--- src/rtl/uart_pkg.sv ---
// Shared types and constants for the host-side autobaud UART.
package uart_pkg;

  localparam int FRAME_BITS = 10;
  localparam int DATA_BITS  = 8;

  typedef enum logic [1:0] {
    TX_GAP,
    TX_SYNC,
    TX_IDLE,
    TX_SEND
  } tx_state_e;

  typedef enum logic [2:0] {
    RX_HUNT,
    RX_START,
    RX_DATA,
    RX_STOP,
    RX_BREAK
  } rx_state_e;

endpackage

--- src/rtl/uart_host_rx.sv ---
// 8N1 receiver: 2-FF synchronizer, mid-bit sampling, glitch rejection and break handling.
module uart_host_rx
  import uart_pkg::*;
#(
  parameter int DIV_W = 16
) (
  input  logic             clk,
  input  logic             nreset,
  input  logic [DIV_W-1:0] div_i,
  input  logic             rx_i,
  output logic [7:0]       rx_data_o,
  output logic             rx_valid_o,
  output logic             rx_ferr_o
);

  localparam logic [DIV_W-1:0] ONE       = DIV_W'(1);
  localparam logic [3:0]       LAST_DATA = 4'(DATA_BITS - 1);

  rx_state_e        state_q;
  logic             sync1_q, sync2_q, prev_q;
  logic [DIV_W-1:0] div_q, timer_q;
  logic [3:0]       bit_cnt_q;
  logic [7:0]       shift_q, data_q;
  logic             valid_q, ferr_q;

  always_ff @(posedge clk or negedge nreset) begin
    if (!nreset) begin
      sync1_q   <= 1'b1;
      sync2_q   <= 1'b1;
      prev_q    <= 1'b1;
      state_q   <= RX_HUNT;
      div_q     <= '0;
      timer_q   <= '0;
      bit_cnt_q <= '0;
      shift_q   <= '0;
      data_q    <= '0;
      valid_q   <= 1'b0;
      ferr_q    <= 1'b0;
    end else begin
      sync1_q <= rx_i;
      sync2_q <= sync1_q;
      prev_q  <= sync2_q;
      valid_q <= 1'b0;
      ferr_q  <= 1'b0;
      case (state_q)
        RX_HUNT: begin
          if (prev_q && !sync2_q) begin
            state_q <= RX_START;
            div_q   <= div_i;
            timer_q <= (div_i >> 1) - ONE;
          end
        end
        RX_START: begin
          if (timer_q != '0) timer_q <= timer_q - ONE;
          else if (sync2_q) state_q <= RX_HUNT;  // start bit too short: glitch
          else begin
            state_q   <= RX_DATA;
            timer_q   <= div_q - ONE;
            bit_cnt_q <= '0;
          end
        end
        RX_DATA: begin
          if (timer_q != '0) timer_q <= timer_q - ONE;
          else begin
            shift_q <= {sync2_q, shift_q[7:1]};
            timer_q <= div_q - ONE;
            if (bit_cnt_q == LAST_DATA) state_q <= RX_STOP;
            else bit_cnt_q <= bit_cnt_q + 4'd1;
          end
        end
        RX_STOP: begin
          if (timer_q != '0) timer_q <= timer_q - ONE;
          else begin
            data_q <= shift_q;
            if (sync2_q) begin
              valid_q <= 1'b1;
              state_q <= RX_HUNT;
            end else begin
              ferr_q  <= 1'b1;
              state_q <= RX_BREAK;
            end
          end
        end
        RX_BREAK: begin
          if (sync2_q) state_q <= RX_HUNT;
        end
        default: state_q <= RX_HUNT;
      endcase
    end
  end

  assign rx_data_o  = data_q;
  assign rx_valid_o = valid_q;
  assign rx_ferr_o  = ferr_q;

endmodule

--- src/rtl/uart_host.sv ---
// Host-side UART: idle gap plus calibration character after reset/resync, then fixed-rate 8N1.
module uart_host
  import uart_pkg::*;
#(
  parameter int         DIV_W     = 16,
  parameter logic [7:0] SYNC_BYTE = 8'h55,
  parameter int         SYNC_GAP  = 2
) (
  input  logic             clk,
  input  logic             nreset,
  input  logic [DIV_W-1:0] divisor,
  input  logic             resync,
  input  logic [7:0]       tx_data,
  input  logic             tx_valid,
  output logic             tx_ready,
  output logic             tx,
  input  logic             rx,
  output logic [7:0]       rx_data,
  output logic             rx_valid,
  output logic             rx_ferr,
  output logic             synced
);

  localparam logic [DIV_W-1:0] ONE      = DIV_W'(1);
  localparam logic [DIV_W-1:0] TWO      = DIV_W'(2);
  localparam logic [3:0]       STOP_IDX = 4'(FRAME_BITS - 1);
  localparam logic [3:0]       GAP_LAST = 4'(SYNC_GAP - 1);

  tx_state_e        state_q;
  logic             gap_init_q, tx_q, synced_q, resync_pend_q;
  logic [DIV_W-1:0] div_q, timer_q, eff_div;
  logic [3:0]       bit_cnt_q;
  logic [7:0]       shift_q;
  logic             accept;

  assign eff_div  = (divisor < TWO) ? TWO : divisor;
  assign tx_ready = (state_q == TX_IDLE) ||
                    (state_q == TX_SEND && bit_cnt_q == STOP_IDX && timer_q == '0);
  assign accept   = tx_valid && tx_ready;

  // NOTE: all state uses <= so every branch reads pre-edge values; where two
  // assignments to resync_pend_q occur in one cycle the later one wins.
  always_ff @(posedge clk or negedge nreset) begin
    if (!nreset) begin
      state_q       <= TX_GAP;
      gap_init_q    <= 1'b1;
      div_q         <= '0;
      timer_q       <= '0;
      bit_cnt_q     <= '0;
      shift_q       <= '0;
      tx_q          <= 1'b1;
      synced_q      <= 1'b0;
      resync_pend_q <= 1'b0;
    end else begin
      case (state_q)
        TX_GAP: begin
          tx_q <= 1'b1;
          // First gap clock latches the divisor; it already counts as one bit clock.
          if (gap_init_q) begin
            gap_init_q <= 1'b0;
            div_q      <= eff_div;
            timer_q    <= eff_div - TWO;
            bit_cnt_q  <= '0;
          end else if (timer_q != '0) begin
            timer_q <= timer_q - ONE;
          end else if (bit_cnt_q == GAP_LAST) begin
            state_q   <= TX_SYNC;
            div_q     <= eff_div;
            timer_q   <= eff_div - ONE;
            bit_cnt_q <= '0;
            shift_q   <= SYNC_BYTE;
            tx_q      <= 1'b0;
          end else begin
            bit_cnt_q <= bit_cnt_q + 4'd1;
            timer_q   <= div_q - ONE;
          end
        end
        TX_IDLE: begin
          if (accept) begin
            state_q       <= TX_SEND;
            div_q         <= eff_div;
            timer_q       <= eff_div - ONE;
            bit_cnt_q     <= '0;
            shift_q       <= tx_data;
            tx_q          <= 1'b0;
            resync_pend_q <= resync_pend_q | resync;
          end else if (resync || resync_pend_q) begin
            state_q       <= TX_GAP;
            gap_init_q    <= 1'b1;
            synced_q      <= 1'b0;
            resync_pend_q <= 1'b0;
          end
        end
        default: begin  // TX_SYNC, TX_SEND: shifting a frame
          if (resync && state_q == TX_SEND) resync_pend_q <= 1'b1;
          if (timer_q != '0) begin
            timer_q <= timer_q - ONE;
          end else if (bit_cnt_q != STOP_IDX) begin
            bit_cnt_q <= bit_cnt_q + 4'd1;
            timer_q   <= div_q - ONE;
            tx_q      <= shift_q[0];
            shift_q   <= {1'b1, shift_q[7:1]};  // the shifted-in 1 becomes the stop bit
          end else if (state_q == TX_SYNC) begin
            state_q  <= TX_IDLE;
            synced_q <= 1'b1;
          end else if (accept) begin
            div_q     <= eff_div;
            timer_q   <= eff_div - ONE;
            bit_cnt_q <= '0;
            shift_q   <= tx_data;
            tx_q      <= 1'b0;
          end else if (resync || resync_pend_q) begin
            state_q       <= TX_GAP;
            gap_init_q    <= 1'b1;
            synced_q      <= 1'b0;
            resync_pend_q <= 1'b0;
          end else begin
            state_q <= TX_IDLE;
          end
        end
      endcase
    end
  end

  assign tx     = tx_q;
  assign synced = synced_q;

  uart_host_rx #(.DIV_W(DIV_W)) u_rx (
    .clk       (clk),
    .nreset    (nreset),
    .div_i     (eff_div),
    .rx_i      (rx),
    .rx_data_o (rx_data),
    .rx_valid_o(rx_valid),
    .rx_ferr_o (rx_ferr)
  );

endmodule

--- config.mk ---
export PLATFORM = sky130hd
export DESIGN_NAME = uart_host
export DESIGN_NICKNAME = d
export VERILOG_FILES = /design/src/rtl/uart_pkg.sv /design/src/rtl/uart_host_rx.sv /design/src/rtl/uart_host.sv
export SDC_FILE = /design/constraint.sdc
export NUM_CORES = 1
export LEC_CHECK = 0
export BUFFER_PORTS_ARGS = -buffer_cell sky130_fd_sc_hd__buf_4
export CAP_MARGIN = 10
export CORE_ASPECT_RATIO = 0.8
export CORE_UTILIZATION = 35
export CTS_BUF_LIST = sky130_fd_sc_hd__clkbuf_8
export DETAILED_ROUTE_END_ITERATION = 10
export GPL_TIMING_DRIVEN = 0
export PLACE_DENSITY = 0.55
export SYNTH_ARGS = -nofsm -noshare
export SYNTH_HDL_FRONTEND = slang
export SYNTH_SLANG_ARGS = --single-unit
--- constraint.sdc ---
create_clock -name clk -period 7.63 [get_ports clk]
set_input_delay 0.3815 -clock clk [delete_from_list [all_inputs] [get_ports clk]]
set_output_delay 0.3815 -clock clk [all_outputs]
set_load 0.02 [all_outputs]
Yosys cells after proc, flatten, opt, wreduce, memory -nomap -nowiden
Index checks and enable logic that the tools add are counted.
{ "classes": {"add_sub_neg": 9, "order_cmp": 1, "n_eq_ne": 35, "mux": 99, "bitwise": 3, "n_reduce_logical": 29} }
{ "ops": {"columns": ["op", "count"], "rows": [
  ["$mux W16", 20],
  ["$sub A16 B1 Y16 const B", 5],
  ["$pmux W16 S2", 2],
  ["$pmux W16 S4", 1],
  ["$mux W8", 7],
  ["$mux W4", 11],
  ["$reduce_bool A16 Y1", 2],
  ["$mux W1", 31],
  ["$mux W2", 11],
  ["$mux W3", 7],
  ["$ne A2 B2 Y1 const B", 10],
  ["$logic_not A16 Y1", 1],
  ["$lt A16 B2 Y1 const B", 1],
  ["$pmux W4 S2", 2],
  ["$pmux W8 S2", 1],
  ["$sub A15 B1 Y16 const B", 1],
  ["$sub A16 B2 Y16 const B", 1],
  ["$pmux W3 S5", 1],
  ["$reduce_and A5 Y1", 3],
  ["$ne A3 B2 Y1 const B", 4],
  ["$reduce_and A2 Y1", 5],
  ["$ne A3 B3 Y1 const B", 3],
  ["$reduce_and A3 Y1", 3],
  ["$add A4 B1 Y4 const B", 2],
  ["other kinds (27)", 41]
]} }
{ "totals": {"register_bits": 110, "in_bits": 29, "elab_cells": 196} }

Depth between registers and ports, before layout
Gate-level depths: netlist of run 1.
{ "depth": {"word_depth": 10, "mapped_depth": 11, "depth_no_buf": 9} }

Hierarchy
A second synthesis of run 1 with hierarchy kept.
{ "unflattened": {"cells_unflattened": 942, "hier_area_um2": 8029.0} }
{ "modules_own_cells": {"columns": ["mod", "instances", "cells_per_inst", "area_per_inst_um2", "seq_area_each_um2"], "rows": [
  ["uart_host", 1, 557, 4456.8, 1253.7],
  ["uart_host_rx", 1, 385, 3572.2, 1505.2]
]} }

Worst setup path before layout of run 1
No wires, ideal clock.
{ "synth_path": {"path_type": "in2reg", "startpoint": "input port divisor[9]", "endpoint": "register timer_q[13]", "setup_time_ps": 140, "arrival_ps": 3454, "t_required_ps": 7490, "slack_ps": 4036, "path_stages": 11, "path_buffers": 2, "path_cell_list": "clkbuf_1 nor4_1 a41oi_1 ha_1 or4b_2 clkbuf_1 nor4_1 nand2_1 xnor2_1 a2111oi_0 o211ai_1"} }
{ "synth_between": {"elab_chain_cells": 8} }
{ "synth_rtl": {"columns": ["item", "line", "source"], "rows": [
  ["start, declared", "uart_host.sv:11", "input logic [DIV_W-1:0] divisor,"],
  ["$lt A16 B2 Y1", "uart_host.sv:36", "assign eff_div = (divisor < TWO) ? TWO : divisor;"],
  ["$mux W16 (*)", "uart_host.sv:36", null],
  ["$sub A16 B1 Y16", "uart_host.sv:69, uart_host.sv:82, uart_host.sv:108", null],
  ["$mux W16", "uart_host.sv:79, uart_host.sv:106", null],
  ["$mux W16", "uart_host.sv:103", "end else if (state_q == TX_SYNC) begin"],
  ["$mux W16", "uart_host.sv:98", "end else if (bit_cnt_q != STOP_IDX) begin"],
  ["$mux W16", "uart_host.sv:96", "if (timer_q != '0) begin"],
  ["$pmux W16 S2 (*)", "uart_host.sv:55", "case (state_q)"],
  ["end signal, assigned", "uart_host.sv:97", "timer_q <= timer_q - ONE;"],
  ["end signal, assigned", "uart_host.sv:100", "timer_q <= div_q - ONE;"],
  ["end signal, assigned", "uart_host.sv:108", "timer_q <= eff_div - ONE;"],
  ["end, declared", "uart_host.sv:31", "logic [DIV_W-1:0] div_q, timer_q, eff_div;"]
]} }
Mark *: on every way between the ends. The rest lies on a longest branch, timed or not. The select of a mux whose other input is x is not followed.
A chain may end at the register's enable or synchronous reset.

Worst setup path in the final report of run 1
{ "layout_path": {"startpoint": "input port divisor[12]", "endpoint": "register timer_q[15]"} }
The elaborated chain is that of the path after synthesis.

==> flow_summary.ini, run 1 <==
[sta]
final_max_slew_viol_count = 0
setup_viol = 0
final_hold_viol_count = 0
min_period_ns = 4.50
worstMarginPinSlew_ns = 1.15
fin_ws_ns = 3.13
fin_crit_sh_pct = 59.0
fin_skew_ns = 0.0139
fmax_mhz = 222
rsz0062_at_grt = no
tns_ns = 0
slew_headroom_pct = 22.3

[clock_network]
cts_buffers = 9
clk_pin_slew_ns = 0.13
insertion_delay_ns = 0.42
cts_buffer_depth = 2
cts_tree = done
clock-sinks = 110
postCtsSetupBuffers = 0
htreeDepth = 3
clockRootBuffer = clkbuf_8

[min_path]
min_delay_worst_endpoint = u_rx.sync1_q$_DFF_PN1_
hp-start = rx
worstHoldPathCells = 1
hold_path.class = in2reg

[floorplanning]
die_y_um = 135
row_count = 48
initial_utilization_pct = 35.8
dieWidth_um = 168
core_area_um2 = 21700
dieArea_um2 = 22800
num_io_pins = 42

[synthesis]
synth_top_cell_by_area = dfrtp_1
synthArstFlopShare_pct = 100
ys_seq_area_share_pct = 35.6
ys_seq_elements = 110
syn_inst = 885
synth_nets = 925
yosysUniqueCellTypes = 75
synth-main-ff-cell = dfrtp_1
netlist.area_leader.share_pct = 33.9
syn_area_per_cell_um2 = 8.77
synth_area_um2 = 7760
synth_edf_count = 0
synth_area_leaders = dfrtp_1, mux2_2, nand2_1, o21ai_0, nor2_1
ys_warn_count = 0

[worst_setup_path]
cp_max_fo = 9
cp.required_ns = 7.93
critPathLaunchType = input pin
r2r-end = timer_q[14]$_DFFE_PN0P_
worstSetupPathType = in2reg
ff2ff_path_depth = 10
cp-end-kind = flip-flop
crit_arrival_ns = 4.81
rr_startpoint = timer_q[1]$_DFFE_PN0P_
rrSetupSlack_ns = 4.41

[global_route]
gr-usage-met1_pct = 36.7
gr-usage-all-layers_pct = 23.2
grt_max_degree = 66
antenna_found_initial = 0
grt-busiest-layer = met1
grt_use_met2_pct = 30.9
grt_use_met3_pct = 5.20
grt-ovfl-total = 0
grt_pass1_wl_um = 40200
first_global_vias = 6651

[drt]
routed_wl_um = 26000
wl_per_cell_um = 21.0
vias = 7390
drc = 0
via_per_inst = 5.98
drtIter0Drc = 881
drtAntennaViolNets = 0
drtPass1Iterations = 5

[placed_design]
gp_congestion = 0.934
place_area_um2 = 8400
port_buffers = 31
post-dp-hpwl_um = 19300
place_ws_ns = 2.83

[layout]
synthToLayoutAreaGrowth_pct = 11.3
final_area_um2 = 8640
drive_gt1_share_pct = 14.7
antennaDiodeCount = 0
nNetsFinal = 970
layout_common_cells = dfrtp_1, nand2_1, nor2_1
post-route-util_pct = 39.8
layout_commonest_cell = dfrtp_1
fillers = 2202

[job]
drv_cap = 0

[power_and_ir_drop]
p_total_mw = 1.54
vdd_drop_max_uv = 84.8
pwr_density_cell_nw_per_um2 = 178
leakage_nw = 3.32

[run_status]
outcome = finished clean
-- routing by layer --
| metal | vias up | share of wire, % | wire length [um] |
|---|---|---|---|
| li1 | 3411 | - | - |
| met1 | 3602 | 50 | 12900 |
| met2 | 345 | 39 | 10100 |
| met3 | 32 | 9.7 | 2520 |
| met4 | 0 | 1.7 | 434 |
| met5 | - | 0 | 0 |
-- state kept, by name (all words and copies together) (netlist names), 2 cells and up --
name,flops
u_rx.shift_q,8
u_rx.state_q,3
u_rx.timer_q,16
div_q,16
u_rx.bit_cnt_q,4
shift_q,8
u_rx.rx_data_o,8
timer_q,16
state_q,2
u_rx.div_q,16
bit_cnt_q,4
-- logic make-up after synthesis --
family / after synthesis / share of synthesized area (%)
adder cells (fa/ha/maj): 11 / 1.77
AND/OR/NAND/NOR: 330 / 21.9
XOR/XNOR: 53 / 5.98
multiplexers: 65 / 9.24
buffers and inverters: 74 / 4.03
AO/OA/AOI/OAI: 242 / 21.5
flip-flops: 110 / 35.6
-- Yosys cell counts (14+ instances only) --
master,count
dfrtp_1,105
nand2_1,85
nor2_1,73
o21ai_0,58
mux2_2,41
clkbuf_1,40
a21oi_1,36
xnor2_1,31
nand3_1,24
nor3_1,23
nor4_1,22
xor2_1,22
mux2i_1,21
inv_1,19
or4_1,17
a22o_1,14
nand4_1,14
-- what timing repair did --
| action | CTS | global route |
|---|---|---|
| hold endpoints to repair | 44 | 0 |
| endpoints found under the setup margin | 0 | 0 |
| gates resized for setup | 0 | 0 |
| hold buffers | 1 | 0 |
-- metrics by stage --
step	cells	hold WS (ns)
6_report	1235	0.0563
5_1_grt	1235	0.0363
4_1_cts	1234	0.0392
3_5_place_dp	1217	0.344
3_3_place_gp	1216	0.347
2_1_floorplan	885	0.0859
-- layout make-up --
type	count	area [um2]	area share (%)
buffer	55	241	2.80
clock buffer	9	124	1.43
clock inverter	7	101	1.17
inverter	19	71.3	0.826
multi-input combinational	701	4690	54.3
sequential	110	2760	31.9
tap	300	375	4.35
timing repair buffer	34	279	3.23
-- worst max-delay path: stages --
cell and delay (ns):
clkbuf_1 0.46, nor4_1 0.22, clkbuf_2 0.20, a41oi_1 0.76, ha_1 0.39, or4b_2 0.60
clkbuf_1 0.25, nor4_1 0.71, mux2i_1 0.37, o21ai_0 0.14, a22oi_1 0.19, o211ai_1 0.11
-- how the worst max path moves through the flow --
stage | start | end | slack (ns)
2_1_floorplan | divisor[9] | timer_q[13]$_DFFE_PN0P_ | 4.04
3_3_place_gp | divisor[6] | timer_q[15]$_DFFE_PN0P_ | 2.79
3_5_place_dp | divisor[6] | timer_q[15]$_DFFE_PN0P_ | 2.83
4_1_cts | divisor[6] | timer_q[15]$_DFFE_PN0P_ | 3.27
5_1_grt | divisor[12] | timer_q[15]$_DFFE_PN0P_ | 2.95
6_report | divisor[12] | timer_q[15]$_DFFE_PN0P_ | 3.13
-- where the power goes --
part	internal (mW)	leakage (nW)	switching, mW
Clock	0.141	0.111	0.271
Combinational	0.160	1.87	0.214
Sequential	0.659	1.35	0.0934
Power figures use the tool's default switching activity.
==> run 2, diff against run 1 <==
==> constraint.sdc (replaced) <==
create_clock -name clk -period 4.4 [get_ports clk]
set_input_delay 0.22 -clock clk [delete_from_list [all_inputs] [get_ports clk]]
set_output_delay 0.22 -clock clk [all_outputs]
set_load 0.02 [all_outputs]
==> flow_summary.ini, run 2 (same netlist as run 1, synthesis figures left out) <==
[layout]
nNetsFinal = 971
post-route-util_pct = 39.9
stdcell_count = 1236
drive_gt1_share_pct = 14.7
synthToLayoutAreaGrowth_pct = 11.6
antennaDiodeCount = 0
layout_common_cells = dfrtp_1, nand2_1, nor2_1
layout_commonest_cell = dfrtp_1
final_area_um2 = 8660

[placed_design]
post-dp-hpwl_um = 19300
place_area_um2 = 8400
post-place-cells = 1217
port_buffers = 31
gp_congestion = 0.934

[floorplanning]
initial_utilization_pct = 35.8
dieArea_um2 = 22800
dieWidth_um = 168
die_y_um = 135
core_area_um2 = 21700
num_io_pins = 42
row_count = 48

[global_route]
grt-ovfl-total = 0
gr-usage-all-layers_pct = 23.3
grt_max_degree = 66
grt_pass1_wl_um = 40300
antenna_found_initial = 0
first_global_vias = 6660

[worst_setup_path]
cp.depth = 11
critPathLaunch = divisor[9]
worstSetupPathType = in2reg
crit_arrival_ns = 4.34
cp-end-kind = flip-flop
critPathLaunchType = input pin
cp.required_ns = 4.73
crit_end = timer_q[14]$_DFFE_PN0P_
rrSetupSlack_ns = 1.11
rr_startpoint = timer_q[1]$_DFFE_PN0P_
crit_buf_inv = 2
path_delay_family = simple AND/OR/NAND/NOR gates
ff2ff_path_depth = 8
path_cells = clkbuf_1 -> or4_1 -> clkbuf_1 -> o41ai_2 -> ha_1 -> nor3b_1 -> nand4_1 -> xnor2_1 -> mux2i_1 -> o311a_1 -> o21ai_0
worst_path_max_delay_cell = o41ai_2
cpMostUsedCell = clkbuf_1
max_stage_delay_ns = 0.83
cp_max_fo = 10
r2r-end = timer_q[6]$_DFFE_PN0P_

[clock_network]
cts_buffers = 9
clockRootBuffer = clkbuf_8
postCtsSetupBuffers = 0
clock-sinks = 110
clk_pin_slew_ns = 0.14
insertion_delay_ns = 0.42
cts_tree = done
cts_buffer_depth = 2
htreeDepth = 3

[sta]
final_hold_viol_count = 0
setup_viol = 0
fmax_mhz = 250
worstMarginPinSlew_ns = 1.24
min_period_ns = 4.01
slew_headroom_pct = 16.4
hold_ws_ns = 0.0679
fin_skew_ns = 0.0136
rsz0062_at_grt = no
fin_crit_sh_pct = 91.0
final_max_slew_viol_count = 0
tns_ns = 0

[drt]
routed_wl_um = 25900
drtPass1Iterations = 6
drc = 0
drtAntennaViolNets = 0
via_per_inst = 6.03
wl_per_cell_um = 21.0
vias = 7458
drtIter0Drc = 877

[power_and_ir_drop]
leakage_nw = 3.33
vdd_drop_max_uv = 147
pwr_density_cell_nw_per_um2 = 308

[run_status]
outcome = finished clean

[min_path]
hold_path.class = in2reg

[job]
drv_cap = 0
==> run 2: cell count changes in the layout (fill, tap and decap cells not counted), sizes merged <==
| cell | change |
|---|---|
| dlygate4sd3 | +1 |
==> run 2: worst min-delay path, delay by kind of cell <==
kind / cells / cell delay, ns
AOI/OAI and AO/OA: 2 / 0.15
buffers and inverters: 1 / 0.08
==> run 2: metal layers <==
layer	vias up	global-route usage, %	share of wire, %
li1	3409	-	-
met4	0	6.26	1.9
met2	356	30.9	39
met5	-	0	0
met3	36	5.20	9.7
met1	3657	36.7	49
==> run 2: how the worst min path moves through the flow <==
stage                start                   endpoint  cells after the start  slack, ns
floorplan           nreset   bit_cnt_q[0]$_DFFE_PN0P_                      0      -0.08
global placement        rx     u_rx.sync1_q$_DFF_PN1_                      1       0.33
detailed placement  nreset     shift_q[3]$_DFFE_PN0P_                      1       0.18
CTS                 resync  resync_pend_q$_DFFE_PN0P_                      3       0.07
global route        resync  resync_pend_q$_DFFE_PN0P_                      3        0.1
finish              resync  resync_pend_q$_DFFE_PN0P_                      3       0.07
==> run 2: final cells by class <==
class | count | area, um2
Sequential cell | 110 | 2760
Fill cell | 2200 | 13000
Timing Repair Buffer | 35 | 289
Multi-Input combinational cell | 701 | 4690
Clock inverter | 7 | 101
Tap cell | 300 | 375
Clock buffer | 9 | 124
Inverter | 19 | 71.3
Buffer | 55 | 241
==> run 2: per-stage QoR <==
step | total power [mW] | worst slack (ns)
final | 2.67 | 0.394
after global routing | 2.81 | 0.119
after CTS | 2.68 | 0.202
after detailed placement | 1.96 | -0.236
after global placement | 1.94 | -0.274
after floorplan | 1.73 | 0.968
==> run 2: power breakdown <==
group,internal [mW],switching (mW)
Combinational,0.278,0.370
Sequential,1.14,0.162
Clock,0.245,0.472
==> run 2: repair_timing <==
item | 4_1_cts | 5_1_grt
hold buffers | 2 | 0
endpoints found under the hold margin | 45 | 0
setup endpoints to repair | 0 | 2
resized for setup | 0 | 1
